<file path="src/rtl/neuron_pkg.sv">
// Shared constants and state encoding for the neuron weight loader.
package neuron_pkg;

  localparam int N_WEIGHTS_DEFAULT = 400;
  localparam int SEL_W             = 9;
  localparam int WORD_W_DEFAULT    = 64;

  typedef enum logic [2:0] {
    IDLE    = 3'd0,
    BIAS    = 3'd1,
    WEIGHTS = 3'd2,
    FINAL   = 3'd3,
    DONE    = 3'd4
  } loader_state_t;

endpackage

</file>
<file path="src/rtl/neuron_weight_loader.sv">
// Streams one neuron's parameters (bias first, then weights 1..N) into the
// neuron's register file. Weights are written as they arrive; the bias is
// held back and written last so the neuron sees a complete set when the
// bias write lands.
module neuron_weight_loader
  import neuron_pkg::*;
#(
  parameter int N_WEIGHTS = N_WEIGHTS_DEFAULT,
  parameter int WORD_W    = WORD_W_DEFAULT
) (
  input  logic              clk,
  input  logic              rst,
  input  logic              load_start,
  input  logic              abort,
  input  logic              in_valid,
  input  logic [WORD_W-1:0] in_data,
  output logic              in_ready,
  output logic              write_weight,
  output logic [SEL_W-1:0]  weight_sel,
  output logic [WORD_W-1:0] weight_bus,
  output logic              busy,
  output logic              load_done
);

  localparam logic [SEL_W-1:0] LAST_IDX  = SEL_W'(N_WEIGHTS);
  localparam logic [SEL_W-1:0] FIRST_IDX = 9'd1;
  localparam logic [SEL_W-1:0] BIAS_SEL  = 9'd0;

  loader_state_t     state, state_nxt;
  logic [SEL_W-1:0]  idx, idx_nxt;
  logic [WORD_W-1:0] bias_reg, bias_nxt;
  logic              write_nxt;
  logic [SEL_W-1:0]  sel_nxt;
  logic [WORD_W-1:0] bus_nxt;
  logic              busy_nxt;
  logic              done_nxt;
  logic              xfer;

  // Source handshake depends only on state so upstream sees no path from abort.
  assign in_ready = (state == BIAS) || (state == WEIGHTS);
  assign xfer     = in_valid && in_ready;

  // Next-state and next-output decode; abort overrides everything.
  always_comb begin
    state_nxt = state;
    idx_nxt   = idx;
    bias_nxt  = bias_reg;
    write_nxt = 1'b0;
    sel_nxt   = weight_sel;
    bus_nxt   = weight_bus;
    busy_nxt  = busy;
    done_nxt  = 1'b0;
    if (abort) begin
      state_nxt = IDLE;
      idx_nxt   = FIRST_IDX;
      busy_nxt  = 1'b0;
    end else begin
      case (state)
        IDLE: begin
          if (load_start) begin
            state_nxt = BIAS;
            idx_nxt   = FIRST_IDX;
            busy_nxt  = 1'b1;
          end else begin
            state_nxt = IDLE;
          end
        end
        BIAS: begin
          if (xfer) begin
            bias_nxt  = in_data;
            state_nxt = WEIGHTS;
          end else begin
            state_nxt = BIAS;
          end
        end
        WEIGHTS: begin
          if (xfer) begin
            write_nxt = 1'b1;
            sel_nxt   = idx;
            bus_nxt   = in_data;
            if (idx == LAST_IDX) begin
              // Index parks on the last weight; it never wraps inside a load.
              state_nxt = FINAL;
            end else begin
              idx_nxt = idx + 9'd1;
            end
          end else begin
            state_nxt = WEIGHTS;
          end
        end
        FINAL: begin
          write_nxt = 1'b1;
          sel_nxt   = BIAS_SEL;
          bus_nxt   = bias_reg;
          state_nxt = DONE;
        end
        DONE: begin
          done_nxt  = 1'b1;
          busy_nxt  = 1'b0;
          state_nxt = IDLE;
        end
        default: begin
          state_nxt = IDLE;
          busy_nxt  = 1'b0;
        end
      endcase
    end
  end

  // State and registered outputs.
  always_ff @(posedge clk or posedge rst) begin
    if (rst) begin
      state        <= IDLE;
      idx          <= FIRST_IDX;
      bias_reg     <= {WORD_W{1'b0}};
      write_weight <= 1'b0;
      weight_sel   <= BIAS_SEL;
      weight_bus   <= {WORD_W{1'b0}};
      busy         <= 1'b0;
      load_done    <= 1'b0;
    end else begin
      state        <= state_nxt;
      idx          <= idx_nxt;
      bias_reg     <= bias_nxt;
      write_weight <= write_nxt;
      weight_sel   <= sel_nxt;
      weight_bus   <= bus_nxt;
      busy         <= busy_nxt;
      load_done    <= done_nxt;
    end
  end

endmodule

</file>
<file path="config.mk">
export PLATFORM = sky130hd
export DESIGN_NAME = neuron_weight_loader
export DESIGN_NICKNAME = d
export VERILOG_FILES = /design/src/rtl/neuron_pkg.sv /design/src/rtl/neuron_weight_loader.sv
export SDC_FILE = /design/constraint.sdc
export NUM_CORES = 1
export LEC_CHECK = 0
export ABC_AREA = 1
export ABC_CLOCK_PERIOD_IN_PS = 4400
export BUFFER_PORTS_ARGS = -buffer_cell sky130_fd_sc_hd__buf_2
export CAP_MARGIN = 20
export CORE_MARGIN = 2
export CORE_UTILIZATION = 49
export CTS_CLUSTER_DIAMETER = 120
export DETAILED_ROUTE_END_ITERATION = 10
export PLACE_DENSITY = 0.77
export SYNTH_ARGS = -nofsm -noshare
export SYNTH_HDL_FRONTEND = slang
export SYNTH_SLANG_ARGS = --single-unit
export TNS_END_PERCENT = 5
</file>
<file path="constraint.sdc">
create_clock -name clk -period 4.4 [get_ports clk]
set_clock_uncertainty 0.1 [all_clocks]
set_input_delay 0.66 -clock clk [delete_from_list [all_inputs] [get_ports clk]]
set_output_delay 0.66 -clock clk [all_outputs]
set_load 0.1 [all_outputs]
</file>
==> impl_metrics.sql, run 1 <==
INSERT INTO impl_metrics (metric_group, metric, value, unit) VALUES
('sta', 'layout_worst_path_cycle_share', '55.8', '%'),
('placement', 'place.gp.congestion', '0.786', ''),
('sta', 'tightestPinTransition', '825', 'ps'),
('hold_path', 'worst_hold_path_type', 'input pin to async pin', ''),
('sta', 'setup_total_negative_slack', '0', 'ps'),
('final_layout', 'syn2layout_area_growth', '21.3', '%'),
('detailed_routing', 'via_per_inst', '4.98', ''),
('detailed_routing', 'wl_per_cell', '12.9', 'µm'),
('worst_setup_path', 'end_kind', 'flop', ''),
('synthesis', 'synth-edff-count', '0', ''),
('synthesis', 'syn-cell-area', '6840', 'µm²'),
('worst_setup_path', 'cp_common_cell', 'inv_1', ''),
('worst_setup_path', 'timing.critical_path.from_type', 'flop', ''),
('floorplan', 'row_count', '43', ''),
('worst_setup_path', 'cpLargestDelayFamily', 'simple AND/OR/NAND/NOR gates', ''),
('cts', 'post_cts_resized', '0', ''),
('synthesis', 'synth_sequential_area_ratio', '55.6', '%'),
('global_routing', 'grt_antenna_before_repair', '0', ''),
('sta', 'grt_setup_unrepaired', 'no', ''),
('worst_setup_path', 'path_buf_inv', '3', ''),
('sta', 'min_period', '2460', 'ps'),
('synthesis', 'synth-seq-cells', '152', ''),
('floorplan', 'initial_core_util', '49.7', '%'),
('cts', 'ctsHoldBuffers', '0', ''),
('detailed_routing', 'routed-via-count', '5672', ''),
('cts', 'clkSinkCount', '152', ''),
('cts', 'post-cts-setup-buffers', '0', ''),
('floorplan', 'die-area', '14900', 'µm²'),
('job', 'cap_viol_max_count', '0', ''),
('final_layout', 'fillerInstances', '1215', ''),
('cts', 'worstSkewPairLatency', '420', 'ps'),
('final_layout', 'ratio_of_cells_with_drive_above_1_in_the_final_layout', '20.1', '%'),
('synthesis', 'cell_variety_after_synth', '27', ''),
('cts', 'worst_setup_hold_path_clk_slew', '60', 'ps'),
('detailed_routing', 'detail_route.wirelength', '14.7', 'mm'),
('global_routing', 'first_pass_grt_wire_length', '24.4', 'mm'),
('floorplan', 'core_area', '13800', 'µm²'),
('sta', 'timing_max_transition_violations_final', '0', ''),
('placement', 'place.detailed.hpwl', '9.43', 'mm'),
('detailed_routing', 'drc', '0', ''),
('floorplan', 'die_width', '122', 'µm'),
('global_routing', 'first_global_vias', '5197', ''),
('worst_setup_path', 'cp_max_fo', '80', ''),
('worst_setup_path', 'critical-path-max-stage-delay', '590', 'ps'),
('global_routing', 'grt_overflow', '0', ''),
('cts', 'clock_path_buffers', '2', ''),
('synthesis', 'syn-num-nets', '892', ''),
('synthesis', 'synthesis.area_per_instance', '8.33', 'µm²'),
('worst_setup_path', 'critPathSlowestCell', 'nand3_4', ''),
('sta', 'final-hold-violation-count', '0', ''),
('sta', 'worst_slew_margin_rel', '45.0', '%'),
('placement', 'port-buffer-count', '145', ''),
('sta', 'setup_viol', '0', ''),
('detailed_routing', 'firstDrtPassIters', '5', ''),
('run_status', 'run_status', 'finished clean', ''),
('cts', 'cts.htree.levels', '4', ''),
('sta', 'max_freq', '407', 'MHz'),
('synthesis', 'ys_async_sr_fraction', '100', '%'),
('synthesis', 'yosys_warnings', '0', ''),
('cts', 'clock-root-buffer', 'clkbuf_16', ''),
('detailed_routing', 'drt_first_iter_violations', '488', ''),
('floorplan', 'die_height', '122', 'µm'),
('worst_setup_path', 'timing.critical_path.cells', 'inv_1 > nand3_1 > inv_1 > nand3_4 > buf_4 > nand2_1 > o21ai_0', ''),
('global_routing', 'grtUsageTotal', '20.9', '%'),
('synthesis', 'syn_inst', '821', ''),
('final_layout', 'design.final.nets', '1018', ''),
('final_layout', 'insertedDiodeCount', '0', ''),
('synthesis', 'synth_ff_type', 'dfrtp_1', ''),
('worst_setup_path', 'critical_path.reg2reg.startpoint', 'state[1]$_DFFE_PP0P_', ''),
('detailed_routing', 'drtAntennaViolNets', '0', ''),
('worst_setup_path', 'worst_setup_path_startpoint', 'state[1]$_DFFE_PP0P_', ''),
('global_routing', 'grt_start_max_net_pins', '139', ''),
('cts', 'cts_tree', 'done', ''),
('cts', 'tritoncts.num_buffers', '17', ''),
('worst_setup_path', 'critical_path_arrival', '2630', 'ps'),
('worst_setup_path', 'path_class', 'flop to flop', ''),
('worst_setup_path', 'crit_required', '4570', 'ps'),
('floorplan', 'design.portCount', '146', '');
## through the flow
| step | worst slack [ps] | std cells | hold WS, ps | instance area, µm² | util [%] |
|---|---|---|---|---|---|
| floorplan | 1720 | 821 | 348 | 6840 | - |
| global placement | 1830 | 1107 | 361 | 7660 | 55.7 |
| detailed placement | 1740 | 1107 | 369 | 7660 | 55.7 |
| CTS | 1930 | 1137 | 146 | 8270 | 60.0 |
| global route | 1700 | 1138 | 164 | 8300 | 60.2 |
| finish | 1940 | 1138 | 148 | 8300 | 60.2 |
## layer usage
metal | GRT usage (%) | share of wire (%) | vias to the layer above
met5 | 0 | 0 | -
met4 | 7.61 | 1.3 | 0
met3 | 5.38 | 5.1 | 18
met2 | 31.9 | 47 | 155
met1 | 28.9 | 47 | 2683
li1 | - | - | 2816
## path summary, 6_finish.rpt
path                       slack [ps]                    endpoint  cells after the start
max                              1940    bias_reg[12]$_DFFE_PP0P_                      7
min                               150  weight_bus[57]$_DFFE_PP0P_                      2
max reg2reg                      1940    bias_reg[12]$_DFFE_PP0P_                      7
min reg2reg                       380     bias_reg[1]$_DFFE_PP0P_                      2
max in group asynchronous        3130  weight_bus[39]$_DFFE_PP0P_                      3
min in group clk                  380     bias_reg[1]$_DFFE_PP0P_                      2
## placed cells by master, fill, tap and decap left out, types with 3 or more instances in the layout
cell type   count
buf_4           5
o21ai_1         4
clkbuf_16      17
nor2_1         55
clkinvlp_4      3
o21ai_0       136
o21bai_1        9
buf_2         145
clkbuf_8        4
clkinv_2        3
nand3_4         3
nand2_1       190
bufinv_16       3
o21a_1         27
a21oi_1        40
inv_1         124
nand3_1        17
dfrtp_1       151
## synthesized netlist by cell type, types with 2 or more instances
cell	number	share of area (%)
xor2_1	2	0.26
inv_1	125	6.9
buf_4	9	0.99
nor3_1	2	0.15
ha_1	2	0.37
o21ai_1	4	0.29
o21a_1	27	3.0
buf_2	27	2.0
o211ai_1	2	0.22
inv_2	2	0.11
nand2_1	190	10
nor2_1	55	3.0
o21ai_0	136	10
dfrtp_1	151	55
nand2_2	2	0.18
nand3_1	19	1.4
clkbuf_1	9	0.49
a21oi_1	40	2.9
o21bai_1	9	0.99
## final cells by class
cell class / count / area, µm² / area share (%)
clock inverter: 8 / 120 / 1.45
timing repair buffer: 153 / 831 / 10.0
multi-input combinational: 496 / 2350 / 28.3
clock buffer: 22 / 484 / 5.84
sequential: 152 / 3800 / 45.9
tap: 180 / 225 / 2.71
inverter: 127 / 480 / 5.79
## kinds of logic (layout without fill, tap and decap cells)
kind of cell	count (synthesis)	after routing	share of synthesized area [%]
AO/OA/AOI/OAI	220	220	17.6
AND/OR/NAND/NOR	272	272	15.7
XOR/XNOR	2	2	0.256
flip-flops	152	152	55.6
buffers and inverters	173	310	10.5
adder cells (fa/ha/maj)	2	2	0.366
Power of run 1 is not shown: default switching activity piles up to over one toggle a cycle in this logic, so the estimate is an artifact.
==> run 2, diff against run 1 <==
--- a/config.mk
+++ b/config.mk
@@ -6,14 +6,14 @@
 export NUM_CORES = 1
 export LEC_CHECK = 0
 export ABC_AREA = 1
-export ABC_CLOCK_PERIOD_IN_PS = 4400
+export ABC_CLOCK_PERIOD_IN_PS = 2290
 export BUFFER_PORTS_ARGS = -buffer_cell sky130_fd_sc_hd__buf_2
 export CAP_MARGIN = 20
 export CORE_MARGIN = 2
-export CORE_UTILIZATION = 49
+export CORE_UTILIZATION = 55
 export CTS_CLUSTER_DIAMETER = 120
 export DETAILED_ROUTE_END_ITERATION = 10
-export PLACE_DENSITY = 0.77
+export PLACE_DENSITY = 0.81
 export SYNTH_ARGS = -nofsm -noshare
 export SYNTH_HDL_FRONTEND = slang
 export SYNTH_SLANG_ARGS = --single-unit
==> constraint.sdc (replaced) <==
create_clock -name clk -period 2.29 [get_ports clk]
set_clock_uncertainty 0.1 [all_clocks]
set_input_delay 0.3435 -clock clk [delete_from_list [all_inputs] [get_ports clk]]
set_output_delay 0.3435 -clock clk [all_outputs]
set_load 0.1 [all_outputs]
==> run 2 against run 1 <==
  * Worst setup slack lost 1700 ps
  * First-iteration DRC count shrank 13%
  * Sequential cell count is the same
  * Final area grew 0.71%
  * Critical path type is now flop to primary output
  * Critical endpoint is now in_ready
  * Highest routed layer unchanged
==> impl_metrics.sql, run 2 (synthesis gave the netlist of run 1 again) <==
INSERT INTO impl_metrics (metric_group, metric, value, unit) VALUES
('final_layout', 'design.final.nets', '1022', ''),
('detailed_routing', 'drtAntennaViolNets', '0', ''),
('worst_setup_path', 'path_class', 'flop to primary output', ''),
('final_layout', 'final_core_utilization', '69.3', '%'),
('global_routing', 'grt_start_max_net_pins', '80', ''),
('worst_setup_path', 'crit_required', '1850', 'ps'),
('detailed_routing', 'via_per_inst', '4.96', ''),
('sta', 'grt_setup_unrepaired', 'no', ''),
('final_layout', 'multi_input_comb_area', '2350', 'µm²'),
('placement', 'place.detailed.hpwl', '9.77', 'mm'),
('worst_setup_path', 'critical_path_arrival', '1650', 'ps'),
('cts', 'clock-root-buffer', 'clkbuf_16', ''),
('sta', 'layout_worst_path_cycle_share', '91.4', '%'),
('hold_path', 'worst_hold_path_type', 'input pin to flop', ''),
('final_layout', 'layout.cell_area.non_filler', '8360', 'µm²'),
('floorplan', 'row_count', '40', ''),
('placement', 'place.gp.congestion', '0.832', ''),
('detailed_routing', 'detail_route.wirelength', '14.6', 'mm'),
('worst_setup_path', 'rr_endpoint', 'idx[3]$_DFFE_PP0P_', ''),
('cts', 'cts_tree', 'done', ''),
('floorplan', 'die_height', '116', 'µm'),
('detailed_routing', 'wl_per_cell', '12.9', 'µm'),
('sta', 'min_period', '2090', 'ps'),
('detailed_routing', 'drc', '0', ''),
('cts', 'clkSinkCount', '152', ''),
('final_layout', 'insertedDiodeCount', '0', ''),
('detailed_routing', 'met1Wirelength', '6.73', 'mm'),
('hold_path', 'holdPathStages', '3', ''),
('cts', 'worst_setup_hold_path_clk_slew', '60', 'ps'),
('detailed_routing', 'firstDrtPassIters', '5', ''),
('cts', 'post_cts_resized', '0', ''),
('job', 'cap_viol_max_count', '0', ''),
('worst_setup_path', 'timing.critical_path.from_type', 'flop', ''),
('global_routing', 'first_pass_grt_wire_length', '24.3', 'mm'),
('worst_setup_path', 'worst-r2r-cell-count', '9', ''),
('floorplan', 'initial_core_util', '56.7', '%'),
('sta', 'worst_slew_margin_rel', '62.1', '%'),
('global_routing', 'grt_antenna_before_repair', '0', ''),
('cts', 'clock_path_buffers', '2', ''),
('worst_setup_path', 'cp_max_fo', '4', ''),
('sta', 'timing_max_transition_violations_final', '0', ''),
('placement', 'placement.setup.worst_slack', '439', 'ps'),
('final_layout', 'area.sequential', '3800', 'µm²'),
('global_routing', 'first_global_vias', '5106', ''),
('sta', 'layout_setup_ws', '197', 'ps'),
('worst_setup_path', 'worst-r2r-setup-slack', '400', 'ps'),
('floorplan', 'design.portCount', '146', ''),
('detailed_routing', 'highest_layer', 'met4', ''),
('sta', 'max_freq', '478', 'MHz'),
('run_status', 'run_status', 'finished clean', ''),
('detailed_routing', 'routed-wl-met3', '914', 'µm'),
('placement', 'placed_area', '7740', 'µm²'),
('floorplan', 'die_width', '116', 'µm'),
('global_routing', 'grt_overflow', '0', ''),
('sta', 'setup_viol', '0', ''),
('final_layout', 'fillerInstances', '957', ''),
('global_routing', 'grtUsageTotal', '23.2', '%'),
('final_layout', 'most_common_library_cell_in_the_layout_ignoring_fill_and_taps', 'nand2_1', ''),
('hold_path', 'timing.hold.worst_endpoint', 'bias_reg[43]$_DFFE_PP0P_', ''),
('hold_path', 'min-delay-start', 'in_data[43]', ''),
('final_layout', 'syn2layout_area_growth', '22.2', '%'),
('sta', 'final-hold-violation-count', '0', ''),
('cts', 'cts.htree.levels', '4', ''),
('cts', 'worstSkewPairLatency', '410', 'ps'),
('final_layout', 'most-common-layout-cells', '190 x nand2_1, 151 x dfrtp_1, 145 x buf_2, 136 x o21ai_0, 124 x inv_1', ''),
('final_layout', 'ratio_of_cells_with_drive_above_1_in_the_final_layout', '20.4', '%'),
('sta', 'tightestPinTransition', '569', 'ps'),
('floorplan', 'core_area', '12100', 'µm²'),
('detailed_routing', 'routed-via-count', '5613', ''),
('detailed_routing', 'drt_first_iter_violations', '423', ''),
('cts', 'tritoncts.num_buffers', '17', ''),
('worst_setup_path', 'critical_path.reg2reg.startpoint', 'idx[0]$_DFFE_PP1P_', ''),
('floorplan', 'die-area', '13300', 'µm²'),
('placement', 'port-buffer-count', '145', ''),
('detailed_routing', 'wl_met2', '6.83', 'mm'),
('worst_setup_path', 'end_kind', 'primary output', '');
## run 2: cell types whose count changed in the layout (fill, tap and decap cells not counted)
cell           change
clkbuf_8           +2
bufinv_16          -1
clkinv_2           -2
buf_16             -1
clkinvlp_4         +1
dlygate4sd3_1      +1
buf_12             +5
clkbuf_1           +1
buf_4              -1
## run 2: cell type report
cell class	instances	share of cell area, %
Clock buffer	25	6.17
Sequential cell	152	45.5
Clock inverter	6	1.05
Tap cell	168	2.52
Timing Repair Buffer	157	10.8
Multi-Input combinational cell	496	28.1
Inverter	127	5.75
## run 2: worst max-delay path by stage
stage / slack (ps) / from / endpoint / cells past startpoint
after floorplan: -70 / rst / bias_reg[0]$_DFFE_PP0P_ / 1
after global placement: 500 / idx[0]$_DFFE_PP1P_ / idx[5]$_DFFE_PP0P_ / 9
after detailed placement: 440 / idx[0]$_DFFE_PP1P_ / idx[3]$_DFFE_PP0P_ / 9
after CTS: 170 / state[2]$_DFFE_PP0P_ / in_ready / 4
after global routing: 90 / state[1]$_DFFE_PP0P_ / in_ready / 4
final: 200 / state[2]$_DFFE_PP0P_ / in_ready / 4
## run 2: routing by layer
layer  vias up  GRT usage [%]
met3        17           5.91
li1       2831              -
met5         -              0
met1      2596           32.5
met4         0           7.39
met2       169           35.7
## run 2: critical path: stages (launching register included)
cell,delay [ps]
dfrtp_1,410
inv_2,130
nand3_1,140
nand2_1,120
buf_2,430
## run 2: stage by stage
stage | hold WS, ps | TNS (ps) | instances
floorplan | 348 | -10510 | 821
global placement | 299 | 0 | 1099
detailed placement | 302 | 0 | 1099
CTS | 77.9 | 0 | 1131
global route | 90.1 | 0 | 1131
finish | 88.4 | 0 | 1131
## run 2: timing repair
item / CTS / global route
endpoints found under the hold margin: 16 / 0
hold buffers: 1 / 0
buffers inserted: 0 / 0
Power of run 2 is left out for the same reason.
==> run 3, diff against run 2 <==
--- a/config.mk
+++ b/config.mk
@@ -7,7 +7,7 @@
 export LEC_CHECK = 0
 export ABC_AREA = 1
 export ABC_CLOCK_PERIOD_IN_PS = 2290
-export BUFFER_PORTS_ARGS = -buffer_cell sky130_fd_sc_hd__buf_2
+export BUFFER_PORTS_ARGS = -buffer_cell sky130_fd_sc_hd__buf_4
 export CAP_MARGIN = 20
 export CORE_MARGIN = 2
 export CORE_UTILIZATION = 55
==> run 3 against run 2 <==
  * Clock-buffer cell count did not move
  * Final area rose by 3.8%
  * Routed wire length fell by 2.8%
  * Critical path depth did not move
  * Register-to-register slack barely moved
  * Worst hold slack got worse by 8.6 ps
  * Sequential share of layout area fell by 1.7 points
  * Core utilization rose by 2.6 points
  * Cell count barely moved
  * Largest cell class unchanged
  * First-iteration DRC count fell by 3.1%
==> impl_metrics.sql, run 3 (synthesis gave the netlist of run 1 again) <==
INSERT INTO impl_metrics (metric_group, metric, value, unit) VALUES
('sta', 'final-hold-violation-count', '0', ''),
('worst_setup_path', 'critical_path_arrival', '1580', 'ps'),
('cts', 'clock_path_buffers', '2', ''),
('sta', 'tightestPinTransition', '643', 'ps'),
('worst_setup_path', 'cp_max_fo', '3', ''),
('sta', 'grt_setup_unrepaired', 'no', ''),
('detailed_routing', 'wl_per_cell', '12.6', 'µm'),
('final_layout', 'final_core_utilization', '71.9', '%'),
('cts', 'cts.htree.levels', '4', ''),
('floorplan', 'die_height', '116', 'µm'),
('detailed_routing', 'highest_layer', 'met4', ''),
('detailed_routing', 'drc', '0', ''),
('final_layout', 'layout.cell_area.non_filler', '8670', 'µm²'),
('cts', 'post-cts-setup-buffers', '0', ''),
('final_layout', 'ratio_of_cells_with_drive_above_1_in_the_final_layout', '20.1', '%'),
('final_layout', 'syn2layout_area_growth', '26.8', '%'),
('detailed_routing', 'wl_met2', '6.29', 'mm'),
('run_status', 'run_status', 'finished clean', ''),
('floorplan', 'core_area', '12100', 'µm²'),
('worst_setup_path', 'cpLargestDelayFamily', 'flip-flops', ''),
('worst_setup_path', 'critPathSlowestCell', 'dfrtp_1', ''),
('cts', 'worstSkewPairLatency', '420', 'ps'),
('cts', 'cts_tree', 'done', ''),
('final_layout', 'most-common-layout-cells', '190 x nand2_1, 151 x dfrtp_1, 148 x buf_4, 136 x o21ai_0, 124 x inv_1', ''),
('floorplan', 'design.portCount', '146', ''),
('final_layout', 'insertedDiodeCount', '0', ''),
('worst_setup_path', 'path_class', 'flop to primary output', ''),
('detailed_routing', 'drt_first_iter_violations', '410', ''),
('floorplan', 'die_width', '116', 'µm'),
('job', 'cap_viol_max_count', '0', ''),
('global_routing', 'first_pass_grt_wire_length', '23.6', 'mm'),
('global_routing', 'grt_overflow', '0', ''),
('sta', 'timing_max_transition_violations_final', '0', ''),
('global_routing', 'grtUsageTotal', '22.6', '%'),
('sta', 'max_freq', '495', 'MHz'),
('detailed_routing', 'firstDrtPassIters', '7', ''),
('detailed_routing', 'detail_route.wirelength', '14.2', 'mm'),
('cts', 'clock-root-buffer', 'clkbuf_16', ''),
('detailed_routing', 'routed-wl-met3', '1.04', 'mm'),
('placement', 'place.detailed.hpwl', '9.32', 'mm'),
('worst_setup_path', 'path_buf_inv', '2', ''),
('sta', 'layout_worst_path_cycle_share', '88.2', '%'),
('sta', 'min_period', '2020', 'ps'),
('detailed_routing', 'drtAntennaViolNets', '0', ''),
('sta', 'worst_slew_margin_rel', '57.2', '%'),
('final_layout', 'design.final.nets', '1020', ''),
('floorplan', 'die-area', '13300', 'µm²'),
('detailed_routing', 'via_per_inst', '4.92', ''),
('placement', 'placed_area', '8080', 'µm²'),
('global_routing', 'grt_start_max_net_pins', '128', ''),
('placement', 'placedCellCount', '1097', ''),
('global_routing', 'first_global_vias', '5159', ''),
('worst_setup_path', 'crit_required', '1850', 'ps'),
('cts', 'post_cts_resized', '0', ''),
('global_routing', 'grt_antenna_before_repair', '0', ''),
('floorplan', 'row_count', '40', ''),
('hold_path', 'worst_hold_path_type', 'input pin to flop', ''),
('worst_setup_path', 'critical-path-max-stage-delay', '450', 'ps'),
('final_layout', 'layoutNonFillerInstCount', '1130', ''),
('cts', 'worst_setup_hold_path_clk_slew', '60', 'ps'),
('placement', 'port-buffer-count', '145', ''),
('worst_setup_path', 'end_kind', 'primary output', ''),
('floorplan', 'initial_core_util', '56.7', '%'),
('detailed_routing', 'met1Wirelength', '6.59', 'mm'),
('placement', 'place.gp.congestion', '0.849', ''),
('cts', 'tritoncts.num_buffers', '17', ''),
('worst_setup_path', 'timing.critical_path.from_type', 'flop', ''),
('sta', 'setup_viol', '0', ''),
('final_layout', 'most_common_library_cell_in_the_layout_ignoring_fill_and_taps', 'nand2_1', ''),
('cts', 'clkSinkCount', '152', ''),
('worst_setup_path', 'timing.critical_path.cells', 'inv_1 > nand3_1 > nand2_1 > buf_4', ''),
('detailed_routing', 'routed-via-count', '5555', '');
run 3: worst paths after layout:
check	end	startpoint	slack, ps	cells after the start
min in group asynchronous	weight_bus[53]$_DFFE_PP0P_	rst	390	3
max in group asynchronous	bias_reg[3]$_DFFE_PP0P_	rst	1020	4
hold / removal	state[1]$_DFFE_PP0P_	abort	80	2
hold reg to reg	bias_reg[2]$_DFFE_PP0P_	bias_reg[2]$_DFFE_PP0P_	380	2
setup reg to reg	idx[2]$_DFFE_PP0P_	idx[0]$_DFFE_PP1P_	410	9
setup / recovery	in_ready	state[1]$_DFFE_PP0P_	270	4
run 3: final cells by class:
cell class / instances / area (µm²)
fillers: 905 / 3390
inverters: 127 / 480
clock buffers: 25 / 495
clock inverters: 7 / 91.3
flip-flops and latches: 152 / 3800
multi-input cells: 496 / 2350
well taps: 168 / 210
repair buffers: 155 / 1240
run 3: repair_timing:
| action | in CTS | in global routing |
|---|---|---|
| hold endpoints to repair | 14 | 0 |
| hold buffers | 1 | 0 |
| setup endpoints to repair | 0 | 0 |
run 3: through the flow:
step / TNS (ps) / hold slack (ps) / worst slack [ps]
finish: 0 / 79.8 / 270
global route: 0 / 81.2 / 205
CTS: 0 / 71.6 / 269
detailed placement: 0 / 279 / 445
floorplan: -10510 / 348 / -69.6
global placement: 0 / 281 / 497
run 3: metal layers:
metal,vias to the layer above,global-route usage (%)
met5,-,0
met2,168,34.0
met1,2522,31.4
li1,2840,-
met4,0,8.92
met3,25,6.28
Power of run 3 is left out for the same reason.
